$ cat config.mk
export PLATFORM = sky130hd
export DESIGN_NAME = ready_issue_queue
export DESIGN_NICKNAME = d
export VERILOG_FILES = /design/src/rtl/ready_issue_queue_pkg.sv /design/src/rtl/ready_issue_queue_age_selector.sv /design/src/rtl/ready_issue_queue.sv
export SDC_FILE = /design/constraint.sdc
export NUM_CORES = 1
export LEC_CHECK = 0
export CELL_PAD_IN_SITES_DETAIL_PLACEMENT = 0
export CELL_PAD_IN_SITES_GLOBAL_PLACEMENT = 2
export CORE_UTILIZATION = 39
export CTS_BUF_LIST = sky130_fd_sc_hd__clkbuf_16
export CTS_CLUSTER_DIAMETER = 120
export DETAILED_ROUTE_END_ITERATION = 10
export MAX_ROUTING_LAYER = met4
export PLACE_DENSITY_LB_ADDON = 0.1
export SLEW_MARGIN = 25
export SYNTH_ARGS = -nofsm -noshare
export SYNTH_HDL_FRONTEND = slang
export SYNTH_SLANG_ARGS = --single-unit
$ cat constraint.sdc
create_clock -name clk -period 23.7 [get_ports clk]
set_input_delay 4.74 -clock clk [delete_from_list [all_inputs] [get_ports clk]]
set_output_delay 4.74 -clock clk [all_outputs]
set_load 0.05 [all_outputs]
$ cat src/rtl/ready_issue_queue_pkg.sv
// Shared sizes and entry types for the age-ordered ready issue queue.
package ready_issue_queue_pkg;

  localparam int unsigned IQ_ENTRY_NUM      = 8;
  localparam int unsigned IQ_IDX_WIDTH      = $clog2(IQ_ENTRY_NUM);
  localparam int unsigned IQ_PTR_WIDTH      = IQ_IDX_WIDTH + 1;
  localparam int unsigned IQ_DISPATCH_WIDTH = 2;
  localparam int unsigned IQ_WAKEUP_WIDTH   = 2;
  localparam int unsigned IQ_SRC_OP_NUM     = 2;
  localparam int unsigned IQ_REG_WIDTH      = 6;
  localparam int unsigned IQ_PAYLOAD_WIDTH  = 16;

  // Circular pointer: low bits index the slot, MSB is the wrap bit.
  typedef logic [IQ_PTR_WIDTH-1:0] iq_ptr_path_t;

  typedef struct packed {
    logic [IQ_REG_WIDTH-1:0] tag;
    logic                    rdy;
  } iq_src_operand_t;

  typedef struct packed {
    logic                                    valid;
    logic [IQ_PAYLOAD_WIDTH-1:0]             payload;
    logic                                    dst_valid;
    logic [IQ_REG_WIDTH-1:0]                 dst;
    iq_src_operand_t [IQ_SRC_OP_NUM-1:0]     src;
  } iq_entry_t;

  // True when every source operand of the entry is ready.
  function automatic logic all_src_ready(input iq_entry_t e);
    logic r;
    r = 1'b1;
    for (int s = 0; s < int'(IQ_SRC_OP_NUM); s++) begin
      r = r & e.src[s].rdy;
    end
    return r;
  endfunction

endpackage

$ cat src/rtl/ready_issue_queue_age_selector.sv
// Oldest-first selector: rotate requests so head is bit 0, pick lowest, rotate back.
module ready_age_selector
  import ready_issue_queue_pkg::*;
#(
  parameter int unsigned ENTRY_NUM = IQ_ENTRY_NUM,
  parameter int unsigned IDX_WIDTH = $clog2(ENTRY_NUM)
) (
  input  logic [ENTRY_NUM-1:0] request,
  input  logic [IDX_WIDTH-1:0] head,
  output logic [ENTRY_NUM-1:0] grant,
  output logic                 found
);

  logic [ENTRY_NUM-1:0] rotated;
  logic [ENTRY_NUM-1:0] oldest;

  // Rotate by head, isolate the lowest set bit, rotate back to slot order.
  always_comb begin
    rotated = '0;
    grant   = '0;
    for (int i = 0; i < int'(ENTRY_NUM); i++) begin
      rotated[i] = request[IDX_WIDTH'(i) + head];
    end
    oldest = rotated & (~rotated + ENTRY_NUM'(1));
    for (int i = 0; i < int'(ENTRY_NUM); i++) begin
      grant[IDX_WIDTH'(i) + head] = oldest[i];
    end
    found = |request;
  end

endmodule

$ cat src/rtl/ready_issue_queue.sv
// Age-ordered issue queue: tracks operand readiness and offers the oldest ready op.
module ready_issue_queue
  import ready_issue_queue_pkg::*;
(
  input  logic                                                        clk,
  input  logic                                                        rst,
  input  logic                                                        flush,
  input  logic [IQ_DISPATCH_WIDTH-1:0]                                dispatch,
  input  logic [IQ_DISPATCH_WIDTH-1:0][IQ_PAYLOAD_WIDTH-1:0]          dispatchedPayload,
  input  logic [IQ_DISPATCH_WIDTH-1:0]                                dispatchedDstValid,
  input  logic [IQ_DISPATCH_WIDTH-1:0][IQ_REG_WIDTH-1:0]              dispatchedDstRegNum,
  input  logic [IQ_DISPATCH_WIDTH-1:0][IQ_SRC_OP_NUM-1:0][IQ_REG_WIDTH-1:0] dispatchedSrcRegNum,
  input  logic [IQ_DISPATCH_WIDTH-1:0][IQ_SRC_OP_NUM-1:0]             dispatchedSrcReady,
  output logic                                                        dispatchReady,
  input  logic [IQ_WAKEUP_WIDTH-1:0]                                  wakeup,
  input  logic [IQ_WAKEUP_WIDTH-1:0]                                  wakeupDstValid,
  input  logic [IQ_WAKEUP_WIDTH-1:0][IQ_REG_WIDTH-1:0]                wakeupDstRegNum,
  output logic                                                        issueValid,
  input  logic                                                        issueGrant,
  output logic [IQ_PAYLOAD_WIDTH-1:0]                                 issuePayload,
  output logic                                                        issueDstValid,
  output logic [IQ_REG_WIDTH-1:0]                                     issueDstRegNum
);

  iq_entry_t    entries   [IQ_ENTRY_NUM];
  iq_entry_t    entries_n [IQ_ENTRY_NUM];
  iq_ptr_path_t head, tail, head_n, tail_n;
  iq_ptr_path_t occupancy, free_slots;

  logic [IQ_ENTRY_NUM-1:0] request;
  logic [IQ_ENTRY_NUM-1:0] grant;
  logic [IQ_ENTRY_NUM-1:0] sel;
  logic                    found;
  logic                    issue_fire;
  logic                    head_stop;
  logic [IQ_IDX_WIDTH-1:0] slot;

  // Occupancy counts holes too; space is granted per whole dispatch group.
  always_comb begin
    occupancy     = tail - head;
    free_slots    = iq_ptr_path_t'(IQ_ENTRY_NUM) - occupancy;
    dispatchReady = !rst && (free_slots >= iq_ptr_path_t'(IQ_DISPATCH_WIDTH));
  end

  // Candidates are judged on registered readiness only (one-cycle wakeup latency).
  always_comb begin
    request = '0;
    for (int i = 0; i < int'(IQ_ENTRY_NUM); i++) begin
      request[i] = entries[i].valid && all_src_ready(entries[i]);
    end
  end

  ready_age_selector #(
    .ENTRY_NUM (IQ_ENTRY_NUM),
    .IDX_WIDTH (IQ_IDX_WIDTH)
  ) u_age_selector (
    .request (request),
    .head    (head[IQ_IDX_WIDTH-1:0]),
    .grant   (grant),
    .found   (found)
  );

  // Offer the selected entry; all issue outputs read zero when nothing is offered.
  always_comb begin
    issueValid     = found && !rst;
    issue_fire     = issueValid && issueGrant;
    sel            = issueValid ? grant : '0;
    issuePayload   = '0;
    issueDstValid  = 1'b0;
    issueDstRegNum = '0;
    for (int i = 0; i < int'(IQ_ENTRY_NUM); i++) begin
      if (sel[i]) begin
        issuePayload   = issuePayload   | entries[i].payload;
        issueDstValid  = issueDstValid  | entries[i].dst_valid;
        issueDstRegNum = issueDstRegNum | entries[i].dst;
      end
    end
  end

  // Next state: wakeup, issue invalidation, in-order dispatch, then head reclaim.
  always_comb begin
    entries_n = entries;
    tail_n    = tail;
    head_n    = head;
    head_stop = 1'b0;
    slot      = '0;

    for (int i = 0; i < int'(IQ_ENTRY_NUM); i++) begin
      for (int s = 0; s < int'(IQ_SRC_OP_NUM); s++) begin
        for (int k = 0; k < int'(IQ_WAKEUP_WIDTH); k++) begin
          if (entries[i].valid && wakeup[k] && wakeupDstValid[k] &&
              (wakeupDstRegNum[k] == entries[i].src[s].tag)) begin
            entries_n[i].src[s].rdy = 1'b1;
          end
        end
      end
    end

    if (issue_fire) begin
      for (int i = 0; i < int'(IQ_ENTRY_NUM); i++) begin
        if (sel[i]) begin
          entries_n[i].valid = 1'b0;
        end
      end
    end

    if (dispatchReady) begin
      for (int l = 0; l < int'(IQ_DISPATCH_WIDTH); l++) begin
        if (dispatch[l]) begin
          slot                       = tail_n[IQ_IDX_WIDTH-1:0];
          entries_n[slot].valid      = 1'b1;
          entries_n[slot].payload    = dispatchedPayload[l];
          entries_n[slot].dst_valid  = dispatchedDstValid[l];
          entries_n[slot].dst        = dispatchedDstRegNum[l];
          for (int s = 0; s < int'(IQ_SRC_OP_NUM); s++) begin
            entries_n[slot].src[s].tag = dispatchedSrcRegNum[l][s];
            entries_n[slot].src[s].rdy = dispatchedSrcReady[l][s];
            for (int k = 0; k < int'(IQ_WAKEUP_WIDTH); k++) begin
              if (wakeup[k] && wakeupDstValid[k] &&
                  (wakeupDstRegNum[k] == dispatchedSrcRegNum[l][s])) begin
                entries_n[slot].src[s].rdy = 1'b1;
              end
            end
          end
          tail_n = tail_n + iq_ptr_path_t'(1);
        end
      end
    end

    for (int j = 0; j < int'(IQ_ENTRY_NUM); j++) begin
      if (!head_stop) begin
        if ((head_n == tail_n) || entries_n[head_n[IQ_IDX_WIDTH-1:0]].valid) begin
          head_stop = 1'b1;
        end else begin
          head_n = head_n + iq_ptr_path_t'(1);
        end
      end
    end
  end

  // State register; reset and flush both empty the queue and rewind the pointers.
  always_ff @(posedge clk) begin
    if (rst || flush) begin
      head <= '0;
      tail <= '0;
      for (int i = 0; i < int'(IQ_ENTRY_NUM); i++) begin
        entries[i] <= '0;
      end
    end else begin
      head <= head_n;
      tail <= tail_n;
      for (int i = 0; i < int'(IQ_ENTRY_NUM); i++) begin
        entries[i] <= entries_n[i];
      end
    end
  end

endmodule

Yosys cells after proc, flatten, opt, wreduce, memory -nomap -nowiden --
Cells that the tools add are included.
Operators by class: $add $sub $neg 20, order comparisons 29, bitwise operators 42, muxes and demuxes 248, equality and inequality tests 48, reduce and logical (&&, ||, !) cells 106
Operators by type and width (count):
- $bwmux W304 | 24
- $mux W304 | 24
- $demux W38 S3 | 16
- $bmux W38 S3 | 8
- $mux W38 | 18
- $eq A6 B6 Y1 | 40
- $mux W16 | 8
- $or A16 B16 Y16 | 7
- $logic_and A1 B1 Y1 | 95
- $mux W1 | 87
- $mux W4 | 19
- $mux W37 | 2
- $bwmux W8 | 7
- $mux W6 | 8
- $mux W21 | 2
- $or A6 B6 Y6 | 7
- $add A4 B1 Y4 const B | 10
- $ge A4 B4 Y1 const B | 10
- $mux W20 | 2
- $not A3 Y4 | 10
- $eq A4 B4 Y1 | 8
- $lt A3 B4 Y1 const B | 8
- $mux W14 | 2
- $bmux W1 S3 | 8
- other kinds (19) | 63
Word-level totals: register bits 312, logic and storage cells 559, output and inout bits 25

Longest topological paths before layout --
word-level depth 120, gate-level depth with buffers 55, gate-level depth less buffers 49

Hierarchy --
Synthesis repeated with hierarchy kept, for this count alone.
Unflattened totals: cells, all modules 2767, area, all modules 21759.6 µm²
Modules (own cells, without submodules):
- ready_issue_queue | cells an instance 2612, area an instance 20484.6 µm², times used 1, sequential area each 6246.0 µm²
- ready_age_selector | cells an instance 155, area an instance 1275.0 µm², times used 1, sequential area each 0.0 µm²

Worst setup path before layout --
OpenSTA, ideal clock, no wires.
path type input -> register, start input port dispatch[0], end register head[0], data required time 23.628 ns, arrival time 14.116 ns, library setup time 0.072 ns, path slack 9.512 ns, cell stages on the path 40, cells stage by stage clkbuf_1 -> nor2b_1 -> nand3b_1 -> and3_1 -> a211oi_2 -> nor2_1 -> nor2_1 -> a311oi_1 -> o21a_1 -> o31ai_1 -> a32oi_1 -> a2111oi_1 -> a21o_1 -> nor3_1 -> or2_1 -> buf_4 -> inv_2 -> buf_1 -> [4 not listed] -> a21oi_1 -> and2_1 -> buf_4 -> xnor2_1 -> ha_1 -> nor3b_2 -> nand2_1 -> xnor3_1 -> o211ai_1 -> nand4_1 -> xor2_1 -> mux4_2 -> a32o_2 -> nor3_1 -> o211ai_1 -> o31ai_2 -> a2bb2oi_2 -> mux2i_1
Between the ends: cells in the longest elaborated chain, start to end 85, elaborated cells between the ends (all ways) 126, those cells by class add/sub (8); order compare (2); eq/ne (8); mux (91); bitwise (8); reduce/logical (9)
RTL lines:
- start, declared | line ready_issue_queue.sv:8 | input logic [IQ_DISPATCH_WIDTH-1:0] dispatch,
- $mux W4 | line ready_issue_queue.sv:109 | if (dispatch[l]) begin
- $mux W4 | line ready_issue_queue.sv:107 | if (dispatchReady) begin
- $not A3 Y4 (implied by the code)
- $ge A4 B4 Y1 (implied by the code) / $lt A4 B1 Y1 (equally long branches) | line ready_issue_queue.sv:111 | entries_n[slot].valid = 1'b1;
- $logic_and A1 B1 Y1 (implied by the code) | line ready_issue_queue.sv:111
- $mux W38 (implied by the code) | line ready_issue_queue.sv:111
- $demux W38 S3 | line ready_issue_queue.sv:111
- $bwmux W304 | line ready_issue_queue.sv:111
- [68 not listed]
- $mux W4 | line ready_issue_queue.sv:132 | if ((head_n == tail_n) || entries_n[head_n[IQ_IDX_WIDTH-1:0]].valid) begin
- $mux W4 | line ready_issue_queue.sv:131 | if (!head_stop) begin
- $not A3 Y4 (implied by the code) | line ready_issue_queue.sv:132
- $bmux W38 S3 | line ready_issue_queue.sv:132
- $mux W38 (implied by the code) (2 in series) | line ready_issue_queue.sv:132
- $logic_or A1 B1 Y1 | line ready_issue_queue.sv:132
- $mux W4 | line ready_issue_queue.sv:132
- $mux W4 (*) | line ready_issue_queue.sv:131
- end signal, assigned | line ready_issue_queue.sv:150 | head <= head_n;
- end, declared | line ready_issue_queue.sv:27 | iq_ptr_path_t head, tail, head_n, tail_n;
Mark *: on every way between the ends. The rest lies on a longest branch, timed or not. The select of a mux whose other input is x is not followed. A chain may end at the register's enable or synchronous reset.

Worst setup path after layout --
start input port dispatch[0], end register head[3]
The elaborated chain is that of the path after synthesis.

==> metrics.md <==
| Metric | Value |
|---|---|
| Leading cell type in the layout, fill and taps excluded | dfxtp_1 |
| First-pass GRT wire length | 149 mm |
| Gpl congestion | 0.976 |
| CP arrival | 17.45 ns |
| CTS Hold Bufs | 0 |
| Worst reg-to-reg setup slack | 9.36 ns |
| Number of enable flip-flop cells after synthesis | 0 |
| Inserted Clock Buffers | 40 |
| Clk slew on worst S/H paths | 0.05 ns |
| Fin. Hold Viols | 0 |
| Final Max Tran Viols | 0 |
| WS Path Type | in2reg |
| Post-Route WL | 99.9 mm |
| Layout area overhead | 13.1% |
| Post_cts resized | 0 |
| Longest Clk Path Bufs | 3 |
| Shortest period the worst path allows | 16.99 ns |
| Setup-failing EPs final | 0 |
| Number of global-route vias before repair | 22614 |
| Starting Density | 0.396 |
| Core area | 55300 µm² |
| Startpoint class of the critical path | input pin |
| Cells after Synth | 2840 |
| Prevailing post-synth register cell | dfxtp_1 |
| H-tree depth | 2 |
| Initial DRC Count | 2890 |
| Worst r2r path cells | 42 |
| Die Y | 239 µm |
| Avg Cell Area, Syn | 7.71 µm² |
| Final nets | 2863 |
| Final HPWL DP | 61.7 mm |
| Largest net degree at the start of global routing | 276 |
| Avg WL per Cell | 28.3 µm |
| Setup repair bufs after CTS | 0 |
| Clk_lat worst skew | 0.60 ns |
| DRC | 0 |
| RSZ-0062 raised after global routing | no |
| Worst reg2reg endpoint | head[3] |
| HP Class | reg2reg |
| DR vias/cell | 6.75 |
| GRT Total Usage | 0.351 |
| Crit path required time | 24.16 ns |
| CTS Sinks | 312 |
| Worst-margin pin slew | 1.13 ns |
| Reg2Reg Launch Point | head[1] |
| Net Count, Synth | 2956 |
| I/O pin total | 121 |
| Critical Path Slowest Stage Cell | clkdlybuf4s50_1 |
| Hold Crit Depth | 2 |
| Cell area after synthesis | 21900 µm² |
| Final worst slack | 6.71 ns |
| PortBufs | 120 |
| CTS root buf | clkbuf_16 |
| Max Clk Rate | 58.9 MHz |
| CTS tree | done |
| DIE AREA | 57100 µm² |
| Critical path endpoint category | flip-flop |
| Antenna viol nets, final | 0 |
| Setup tns final | 0 ns |
| Die width | 239 µm |
| Worst slew margin | 0.246 |
| Fin util | 0.448 |
| Yosys warns | 0 |
| Final Cycle Share | 0.717 |
| Remaining Overflow, GRT | 0 |
| Worst Skew | 0.0584 ns |
| Status | finished clean |
| DP Worst Slack | 6.44 ns |
| Share of cells above drive strength 1 | 0.0835 |
| TritonRoute pass-1 iters | 9 |
| Library cells used by synthesis | 113 |
| DR vias | 23801 |
| Most frequent cells in the layout | dfxtp_1, a21oi_1, o21ai_0 |
| Initial antenna violation count | 3 |
| Row cnt | 86 |
| FF+latch count, synth | 312 |
| MaxCap Viol Count | 0 |
| Max incr delay on CP | 0.85 ns |
| Fraction of registers with async set/reset | 0 |
| Seq/Total Area, Yosys | 0.285 |
| CP Max Fanout | 27 |
## metal layers
layer | global-route usage | up-vias | routed length (µm)
met1 | 0.469 | 11683 | 43300
met3 | 0.0535 | 207 | 8500
met4 | 0.127 | 0 | 3450
met2 | 0.535 | 1281 | 44600
met5 | - | - | 0
li1 | - | 10630 | -
## cells in the mapped netlist, types with 9 or more instances
library cell | n | share of area
buf_2 | 10 | 0.0023
nand3_1 | 68 | 0.016
dfxtp_1 | 312 | 0.29
nor3_1 | 36 | 0.0082
a41oi_1 | 9 | 0.0036
buf_1 | 80 | 0.014
and3_1 | 22 | 0.0063
o211ai_1 | 21 | 0.0072
a31oi_1 | 15 | 0.0043
o2111ai_1 | 12 | 0.0048
o21a_1 | 9 | 0.0031
o211a_1 | 9 | 0.0041
xnor2_1 | 130 | 0.052
or4_1 | 10 | 0.0034
o21ai_1 | 9 | 0.0021
o22ai_1 | 283 | 0.081
nor4_1 | 42 | 0.012
nor2_1 | 115 | 0.020
nand2_1 | 155 | 0.027
a22oi_1 | 35 | 0.012
nand4_1 | 48 | 0.014
o41ai_1 | 11 | 0.0044
inv_1 | 25 | 0.0043
clkbuf_1 | 218 | 0.037
a311oi_1 | 25 | 0.010
a222oi_1 | 47 | 0.021
ha_1 | 19 | 0.011
mux2i_1 | 13 | 0.0059
a211oi_1 | 22 | 0.0075
mux4_2 | 10 | 0.010
and2_1 | 21 | 0.0060
a21oi_1 | 317 | 0.072
or2_2 | 17 | 0.0049
xor2_1 | 149 | 0.060
o21ai_0 | 301 | 0.069
nor2b_1 | 11 | 0.0031
## per-stage QoR
step,std cells,hold slack [ns],instance area (µm²)
6_report,3528,0.500,24800
5_1_grt,3526,0.525,24800
4_1_cts,3524,0.501,24700
3_5_place_dp,3452,0.493,23500
3_3_place_gp,3449,0.486,23400
2_1_floorplan,2840,0.476,21900
## critical path, delay by kind of cell
kind                     cells  cell delay, ns
XOR/XNOR                     2            0.94
buffers and inverters        5            1.92
AO/OA/AOI/OAI               15            4.34
AND/OR/NAND/NOR             12            3.89
multiplexers                 1            0.56
adder cells (fa/ha/maj)      3            1.03
## worst max path at each step
| stage | startpoint | end | slack, ns | cells past startpoint |
|---|---|---|---|---|
| finish | dispatch[0] | head[3] | 6.71 | 38 |
| detailed placement | dispatch[0] | head[0] | 6.44 | 36 |
| global placement | dispatch[0] | head[3] | 6.26 | 40 |
| global route | dispatch[0] | head[3] | 5.69 | 41 |
| floorplan | dispatch[0] | head[0] | 9.51 | 40 |
| CTS | dispatch[0] | head[0] | 6.97 | 36 |
## cell families after synthesis
group | count (synthesis) | synth area share
compound gates | 1251 | 0.365
buf+inv | 347 | 0.0618
flops | 312 | 0.285
mux | 29 | 0.0195
xor+xnor | 285 | 0.117
fa+ha+maj | 20 | 0.0118
simple gates | 596 | 0.140
## area by class of cell
type / count / area (µm²)
clock inverter: 32 / 228
inverter: 32 / 120
multi-input combinational: 2181 / 14500
antenna: 3 / 7.51
timing repair buffer: 180 / 1730
clock buffer: 40 / 1000
fill: 5572 / 30500
sequential: 312 / 6250
tap: 748 / 936
Power is left out: the tool's default activity adds up to more than one toggle a clock period on the data nets, which glitch-free logic cannot reach.
